### src/rtl/adc_spi_capture.sv
// Multi-channel serial ADC capture. Generates cs_n/sclk from clk at a fixed
// sample rate, shifts one frame per channel in parallel, extracts the payload
// and optionally converts offset-binary to two's complement.
module adc_spi_capture #(
   parameter int CHANNELS      = 2,
   parameter int FRAME_BITS    = 16,
   parameter int LEAD_BITS     = 4,
   parameter int DATA_BITS     = 12,
   parameter int CLK_DIV       = 4,
   parameter int QUIET_CYC     = 8,
   parameter int SAMPLE_PERIOD = 2268,
   parameter int SIGNED_OUT    = 1
) (
   input  logic                          clk_i,
   input  logic                          reset_i,
   input  logic                          enable_i,
   input  logic [CHANNELS-1:0]           sdata_i,
   output logic                          cs_n_o,
   output logic                          sclk_o,
   output logic [CHANNELS*DATA_BITS-1:0] d_out_o,
   output logic                          valid_o,
   output logic                          busy_o
);

   localparam int TW      = $clog2(SAMPLE_PERIOD + 1);
   localparam int CNT_MAX = (CLK_DIV > QUIET_CYC) ? CLK_DIV : QUIET_CYC;
   localparam int CW      = $clog2(CNT_MAX + 1);
   localparam int BW      = $clog2(FRAME_BITS + 1);
   localparam int PL_MSB  = FRAME_BITS - 1 - LEAD_BITS;

   localparam logic [TW-1:0] TMR_LAST   = TW'(SAMPLE_PERIOD - 1);
   localparam logic [CW-1:0] DIV_LAST   = CW'(CLK_DIV - 1);
   localparam logic [CW-1:0] QUIET_LAST = CW'(QUIET_CYC - 1);
   localparam logic [BW-1:0] BIT_LAST   = BW'(FRAME_BITS - 1);

   typedef enum logic [2:0] {IDLE, SETUP, SHIFT, HOLD, QUIET} state_t;

   state_t                                state_q, state_d;
   logic [TW-1:0]                         timer_q, timer_d;
   logic                                  tick_q, tick_d;
   logic [CW-1:0]                         cnt_q, cnt_d;
   logic [BW-1:0]                         bit_q, bit_d;
   logic [CHANNELS-1:0][FRAME_BITS-1:0]   sh_q, sh_d;
   logic                                  cs_n_q, cs_n_d;
   logic                                  sclk_q, sclk_d;
   logic [CHANNELS*DATA_BITS-1:0]         dout_q, dout_d;
   logic                                  valid_q, valid_d;
   logic                                  busy_q, busy_d;
   logic [DATA_BITS-1:0]                  pl;
   logic                                  div_done;

   // Sample timer: free-runs while enabled, the wrap is registered as the tick
   // so the frame starts one cycle after the wrap.
   always_comb begin
      timer_d = '0;
      tick_d  = 1'b0;
      if (enable_i) begin
         tick_d  = (timer_q == TMR_LAST);
         timer_d = (timer_q == TMR_LAST) ? '0 : timer_q + 1'b1;
      end
   end

   // Frame sequencer: next state, serial clock, shift registers and outputs.
   always_comb begin
      state_d  = state_q;
      cnt_d    = cnt_q;
      bit_d    = bit_q;
      sh_d     = sh_q;
      cs_n_d   = cs_n_q;
      sclk_d   = sclk_q;
      dout_d   = dout_q;
      valid_d  = 1'b0;
      busy_d   = busy_q;
      pl       = '0;
      div_done = (cnt_q == DIV_LAST);
      case (state_q)
         IDLE: begin
            cs_n_d = 1'b1;
            sclk_d = 1'b1;
            if (tick_q) begin
               state_d = SETUP;
               cs_n_d  = 1'b0;
               busy_d  = 1'b1;
               cnt_d   = '0;
               bit_d   = '0;
            end
         end
         SETUP: begin
            if (div_done) begin
               sclk_d  = 1'b0;
               cnt_d   = '0;
               state_d = SHIFT;
            end else begin
               cnt_d = cnt_q + 1'b1;
            end
         end
         SHIFT: begin
            if (div_done) begin
               cnt_d  = '0;
               sclk_d = ~sclk_q;
               // data is captured on the edge that drives sclk high
               if (!sclk_q) begin
                  for (int c = 0; c < CHANNELS; c++)
                     sh_d[c] = {sh_q[c][FRAME_BITS-2:0], sdata_i[c]};
                  bit_d = bit_q + 1'b1;
                  if (bit_q == BIT_LAST) state_d = HOLD;
               end
            end else begin
               cnt_d = cnt_q + 1'b1;
            end
         end
         HOLD: begin
            if (div_done) begin
               cs_n_d  = 1'b1;
               valid_d = 1'b1;
               cnt_d   = '0;
               state_d = QUIET;
               for (int c = 0; c < CHANNELS; c++) begin
                  pl = sh_q[c][PL_MSB -: DATA_BITS];
                  if (SIGNED_OUT != 0) pl[DATA_BITS-1] = ~pl[DATA_BITS-1];
                  dout_d[c*DATA_BITS +: DATA_BITS] = pl;
               end
            end else begin
               cnt_d = cnt_q + 1'b1;
            end
         end
         QUIET: begin
            if (cnt_q == QUIET_LAST) begin
               state_d = IDLE;
               busy_d  = 1'b0;
            end else begin
               cnt_d = cnt_q + 1'b1;
            end
         end
         default: state_d = IDLE;
      endcase
   end

   // State register; reset drops any partial frame immediately.
   always_ff @(posedge clk_i or posedge reset_i) begin
      if (reset_i) begin
         state_q <= IDLE;
         timer_q <= '0;
         tick_q  <= 1'b0;
         cnt_q   <= '0;
         bit_q   <= '0;
         sh_q    <= '0;
         cs_n_q  <= 1'b1;
         sclk_q  <= 1'b1;
         dout_q  <= '0;
         valid_q <= 1'b0;
         busy_q  <= 1'b0;
      end else begin
         state_q <= state_d;
         timer_q <= timer_d;
         tick_q  <= tick_d;
         cnt_q   <= cnt_d;
         bit_q   <= bit_d;
         sh_q    <= sh_d;
         cs_n_q  <= cs_n_d;
         sclk_q  <= sclk_d;
         dout_q  <= dout_d;
         valid_q <= valid_d;
         busy_q  <= busy_d;
      end
   end

   assign cs_n_o  = cs_n_q;
   assign sclk_o  = sclk_q;
   assign d_out_o = dout_q;
   assign valid_o = valid_q;
   assign busy_o  = busy_q;

endmodule

### config.mk
export PLATFORM = sky130hd
export DESIGN_NAME = adc_spi_capture
export DESIGN_NICKNAME = d
export VERILOG_FILES = /design/src/rtl/adc_spi_capture.sv
export SDC_FILE = /design/constraint.sdc
export NUM_CORES = 1
export LEC_CHECK = 0
export ABC_AREA = 1
export CAP_MARGIN = 10
export CORE_ASPECT_RATIO = 0.9
export CORE_MARGIN = 2
export CORE_UTILIZATION = 30
export DETAILED_ROUTE_END_ITERATION = 12
export GPL_TIMING_DRIVEN = 0
export SYNTH_ARGS = -nofsm -noshare
export SYNTH_HDL_FRONTEND = slang
export SYNTH_SLANG_ARGS = --single-unit
### constraint.sdc
create_clock -name clk_i -period 2.7 [get_ports clk_i]
set_input_delay 0.405 -clock clk_i [delete_from_list [all_inputs] [get_ports clk_i]]
set_output_delay 0.405 -clock clk_i [all_outputs]
set_load 0.03 [all_outputs]
==> results of run 1 <==
[worst register-to-register path, cell delays in order, from the launching register on]
cell,delay (ns)
dfrtp_1,0.40
ha_1,0.25
nand2_1,0.12
nor2_4,0.05
nand3_2,0.10
buf_2,0.27
inv_1,0.13
o21ai_1,0.14
nand2_1,0.06
[power by group]
part / internal (µW) / switching [µW]
registers: 1340 / 171
clock network: 620 / 461
logic: 374 / 645
total: 2340 / 1280
[state kept, by name, summed over array words and instances (netlist names)]
signal / flops
sh_q: 24
timer_q: 12
tick_q: 1
bit_q: 5
cs_n_o: 1
valid_o: 1
state_q: 3
busy_o: 1
sclk_o: 1
cnt_q: 4
d_out_o: 24
[synth_stat cells (2+ instances only)]
master    number
dfrtp_1       75
nor2_4         4
nand3_1       23
buf_12         2
clkbuf_2       2
nor2_1        36
nand2_2       12
o21ai_2       20
a21oi_1        5
ha_1           4
xnor2_1        2
inv_1         43
nand4_1        3
nand2_1       94
o21ai_1       10
nor3_1        10
dfstp_2        2
xor2_1         4
o21ai_0       26
nand3b_1       2
buf_6          2
buf_2          3
inv_2          3
[how the worst min path moves through the flow]
stage / end / from / cells after the start / slack [ns]
finish: timer_q[7]$_DFF_PP0_ / reset_i / 2 / 0.29
floorplan: d_out_o[11]$_DFFE_PP0P_ / sh_q[11]$_DFFE_PP0P_ / 1 / 0.43
global route: timer_q[11]$_DFF_PP0_ / reset_i / 2 / 0.29
detailed placement: d_out_o[11]$_DFFE_PP0P_ / sh_q[11]$_DFFE_PP0P_ / 1 / 0.44
global placement: d_out_o[11]$_DFFE_PP0P_ / sh_q[11]$_DFFE_PP0P_ / 1 / 0.44
CTS: timer_q[7]$_DFF_PP0_ / reset_i / 2 / 0.28
[cell type report]
type	instances	area [µm²]	share of cell area, %
inverters	46	175	4.03
flip-flops and latches	77	1930	44.4
clock buffers	10	229	5.27
clock inverters	6	40.0	0.922
well taps	156	195	4.49
multi-input cells	259	1330	30.5
plain buffers	11	103	2.36
repair buffers	33	348	8.01
[logic make-up (layout without fill, tap and decap cells)]
group / Yosys count / in the layout / share of synthesized area [%]
compound gates: 61 / 61 / 10.8
xor+xnor: 6 / 6 / 1.49
flops: 77 / 77 / 54.7
fa+ha+maj: 4 / 4 / 1.42
buf+inv: 57 / 106 / 7.80
simple gates: 188 / 188 / 23.9
[stage by stage]
| stage | hold slack [ns] | total power [µW] | instance area (µm²) | setup slack, ns | instances |
|---|---|---|---|---|---|
| floorplan | 0.427 | 2260 | 3530 | 0.332 | 393 |
| global placement | 0.437 | 2520 | 4050 | -0.903 | 581 |
| detailed placement | 0.441 | 2560 | 4080 | 1.02 | 582 |
| CTS | 0.285 | 3660 | 4340 | 0.657 | 598 |
| global route | 0.292 | 3880 | 4340 | 0.623 | 598 |
| finish | 0.294 | 3610 | 4340 | 0.680 | 598 |
[per-layer routing]
layer / GRT usage, % / vias to the layer above
li1: - / 1342
met1: 15.5 / 1223
met4: 4.65 / 0
met2: 19.5 / 36
met3: 2.82 / 7
met5: 0 / -
==> results.cfg, run 1 <==
[outcome]
outcome = complete, no violations

[finish]
area_growth_pct = 23.1
final_cell_mix = 94 x nand2_1, 75 x dfrtp_1, 42 x inv_1, 36 x nor2_1, 32 x clkdlybuf4s50_1
n_fill_cell = 1157
nets = 446
num_antenna_cells = 0
final_util_pct = 38.0
drive_above_1_share_pct = 16.3
layout_commonest_cell = nand2_1

[clocking]
cts_tree = built
cts_setup_buffers = 0
cts_max_level = 3
cts.clk_slew.worst_paths_ns = 0.06
ctsLongestPathBuffers = 2
numCtsBuffers = 9
holdBufCountCts = 0
cts_resized = 0
clk_latency_ns = 0.33
cts_sinks = 77
root_buffer = clkbuf_16

[sta]
finalMaxSlewViolations = 0
max_freq_ghz = 0.495
tns_ns = 0
rsz0062_at_grt = false
fin_crit_sh_pct = 74.8
relSlewSlack_pct = 76.0
setup_viol = 0
final-hold-violation-count = 0
period_minus_slack_ns = 2.02
fin_skew_ns = 0.00329
worst_slew_pin_slew_ns = 0.359

[synthesis]
ys_types = 29
syn_area_per_cell_um2 = 8.98
synth_edf_count = 0
synthCells = 393
async_flop_share_pct = 100
ys.flop_type = dfrtp_1
ys_seq_area_share_pct = 54.7
synth_warnings = 0
ys_ff_latch = 77
synth_nets = 402
yosysTopAreaCell = dfrtp_1
syn-cell-area_um2 = 3530
yosys-top-cells-area = dfrtp_1 53%, nand2_1 10%, o21ai_2 5.0%
synth_top_area_share_pct = 53.2

[routing]
viasPerCell = 4.36
drtPass1Iterations = 4
drtIter0Drc = 123
top_layer = met4
wl_mm = 6.91
dr_wl_met2_mm = 3.27
wl_met1_mm = 3.35
routed-wl-met3_um = 207
vias = 2608
wl_per_cell_um = 11.6
route.detailed.drc = 0
final_antenna_net_count = 0

[critical_path]
criticalPathCategory = register to primary output
critPathSlowestCell = clkdlybuf4s50_1
crit_family = buffers and inverters
cp.arrival_ns = 1.62
crit_path_start_kind = register
cp_max_fo = 5
crit_chain = clkdlybuf4s50_1
crit_path_max_incr_delay_ns = 0.69
end_kind = primary output
path_buf_inv = 1
critPathLaunch = sclk_o$_DFFE_PP1P_
reg2reg_from = cnt_q[0]$_DFFE_PP0P_
cp-endpoint = sclk_o
timing.rr.end = cs_n_o$_DFFE_PP1P_
critical_path_required_ns = 2.30
r2r_cells = 8
r2r_slack_ns = 1.09
crit_cells = 1

[pwr]
pwr_density_cell_nw_per_um2 = 832
p_leak_uw = 0.00195
ir_worst_vdd_mv = 0.313

[floorplanning]
rows = 37
coreArea_um2 = 11400
die_h_um = 107
start_util_pct = 30.9
io_pins = 33
dieArea_um2 = 12700
dieWidth_um = 118

[worst_hold_path]
hp-class = primary input to asynchronous set/reset pin

[global_route]
grt_overflow_total = 0
grt_pass1_vias = 2660
grt_usage_pct = 12.0
antenna_found_initial = 0
grt_max_degree = 74
grt_pass1_wl_mm = 12.3

[flow_run]
drv_cap = 0

[placement]
gp_congestion = 0.844
dpl.hpwl_mm = 4.88
io_buffers = 32
Power figures use the tool's default switching activity.
==> run 2: changes to the inputs <==
==> constraint.sdc (replaced) <==
create_clock -name clk_i -period 2.09 [get_ports clk_i]
set_input_delay 0.3135 -clock clk_i [delete_from_list [all_inputs] [get_ports clk_i]]
set_output_delay 0.3135 -clock clk_i [all_outputs]
set_load 0.03 [all_outputs]
==> results.cfg, run 2 (synthesized netlist as in run 1, its figures left out) <==
[routing]
final_antenna_net_count = 0
viasPerCell = 4.47
wl_per_cell_um = 11.7
wl_mm = 7.02
vias = 2674
drtIter0Drc = 207
route.detailed.drc = 0
drtPass1Iterations = 5

[worst_hold_path]
hold_end = d_out_o[11]$_DFFE_PP0P_
holdCritStartpoint = sh_q[11]$_DFFE_PP0P_
whs_path_depth = 1
hp-class = register to register

[pwr]
finalPower_uw = 4800
p_leak_uw = 0.00195
ir_worst_vdd_mv = 0.564
pwr_density_cell_nw_per_um2 = 1100

[sta]
worst_slew_pin_slew_ns = 0.840
tns_ns = 0
whs_ns = 0.451
relSlewSlack_pct = 43.9
setup_viol = 0
fin_crit_sh_pct = 92.6
finalMaxSlewViolations = 0
fin_skew_ns = 0.00545
rsz0062_at_grt = false
final-hold-violation-count = 0
period_minus_slack_ns = 1.94
max_freq_ghz = 0.517

[clocking]
cts_resized = 0
ctsLongestPathBuffers = 2
holdBufCountCts = 0
cts_max_level = 3
cts_setup_buffers = 0
clk_latency_ns = 0.34
cts_tree = built
numCtsBuffers = 9
cts_sinks = 77
root_buffer = clkbuf_16
cts.clk_slew.worst_paths_ns = 0.06

[finish]
area_growth_pct = 23.6
drive_above_1_share_pct = 16.3
layout_commonest_cell = nand2_1
num_antenna_cells = 0
final_util_pct = 38.1
final_cell_mix = 94 x nand2_1, 75 x dfrtp_1, 42 x inv_1, 36 x nor2_1, 32 x clkdlybuf4s50_1
final_area_um2 = 4360
nets = 446

[global_route]
antenna_found_initial = 0
grt_usage_pct = 12.5
grt_max_degree = 41
grt_pass1_wl_mm = 12.6
grt_overflow_total = 0
grt_pass1_vias = 2660

[critical_path]
cp.arrival_ns = 1.62
timing.rr.end = sh_q[24]$_DFFE_PP0P_
path_buf_inv = 1
cp_max_fo = 5
critPathSlowestCell = clkdlybuf4s50_1
crit_family = buffers and inverters
crit_path_start_kind = register
r2r_slack_ns = 0.52
reg2reg_from = cnt_q[0]$_DFFE_PP0P_
crit_chain = clkdlybuf4s50_1
critical_path_required_ns = 1.78
r2r_cells = 9
crit_path_max_incr_delay_ns = 0.69
end_kind = primary output
criticalPathCategory = register to primary output

[floorplanning]
rows = 37
io_pins = 33
die_h_um = 107
dieWidth_um = 118
dieArea_um2 = 12700
coreArea_um2 = 11400
start_util_pct = 30.9

[outcome]
outcome = complete, no violations

[placement]
gp_congestion = 0.801
dpl-instance-area_um2 = 4070
io_buffers = 32
dpl.hpwl_mm = 4.98

[flow_run]
drv_cap = 0
## run 2: changes by cell type in the layout (fill, tap and decap cells not counted), sizes merged
cell,previous run,this run
bufinv,0,1
clkinv,5,3
clkinvlp,1,3
inv,46,45
## run 2: worst max-delay path by stage
| stage | start | to | depth (start not counted) |
|---|---|---|---|
| finish | sclk_o$_DFFE_PP1P_ | sclk_o | 1 |
| global route | sclk_o$_DFFE_PP1P_ | sclk_o | 1 |
| CTS | sclk_o$_DFFE_PP1P_ | sclk_o | 1 |
| detailed placement | sclk_o$_DFFE_PP1P_ | sclk_o | 1 |
| global placement | reset_i | d_out_o[9]$_DFFE_PP0P_ | 2 |
| floorplan | cnt_q[0]$_DFFE_PP0P_ | sh_q[26]$_DFFE_PP0P_ | 9 |
## run 2: layout make-up
cell class	count	area (µm²)
Inverter	46	176
Clock inverter	6	63.8
Fill cell	1167	7070
Timing Repair Buffer	33	340
Buffer	11	103
Tap cell	156	195
Multi-Input combinational cell	259	1330
Clock buffer	10	229
Sequential cell	77	1930
## run 2: power by group
part	switching, µW	total [µW]	leakage (µW)	internal, µW
combinational	837	1320	0.000768	483
clock	607	1530	0.000138	922
sequential	221	1950	0.00104	1730
## run 2: metrics by stage
| step | instances | setup WS [ns] |
|---|---|---|
| 6_report | 598 | 0.154 |
| 5_1_grt | 598 | 0.114 |
| 4_1_cts | 598 | 0.127 |
| 3_5_place_dp | 582 | 0.499 |
| 3_3_place_gp | 581 | -0.0137 |
| 2_1_floorplan | 393 | 0.676 |
## run 2: routing by layer
layer | share of wire (%) | global-route usage, % | routed length [µm] | vias up
li1 | - | - | - | 1345
met1 | 49 | 16.8 | 3450 | 1274
met2 | 45 | 19.0 | 3140 | 46
met3 | 5.0 | 4.84 | 350 | 9
met4 | 1.1 | 3.10 | 78 | 0
met5 | 0 | 0 | 0 | -
==> run 3: changes to the inputs <==
--- a/config.mk
+++ b/config.mk
@@ -15,3 +15,4 @@
 export SYNTH_ARGS = -nofsm -noshare
 export SYNTH_HDL_FRONTEND = slang
 export SYNTH_SLANG_ARGS = --single-unit
+export TNS_END_PERCENT = 1
==> results of run 3 <==
No change in the layout: final DEF, timing and power equal those of run 2.
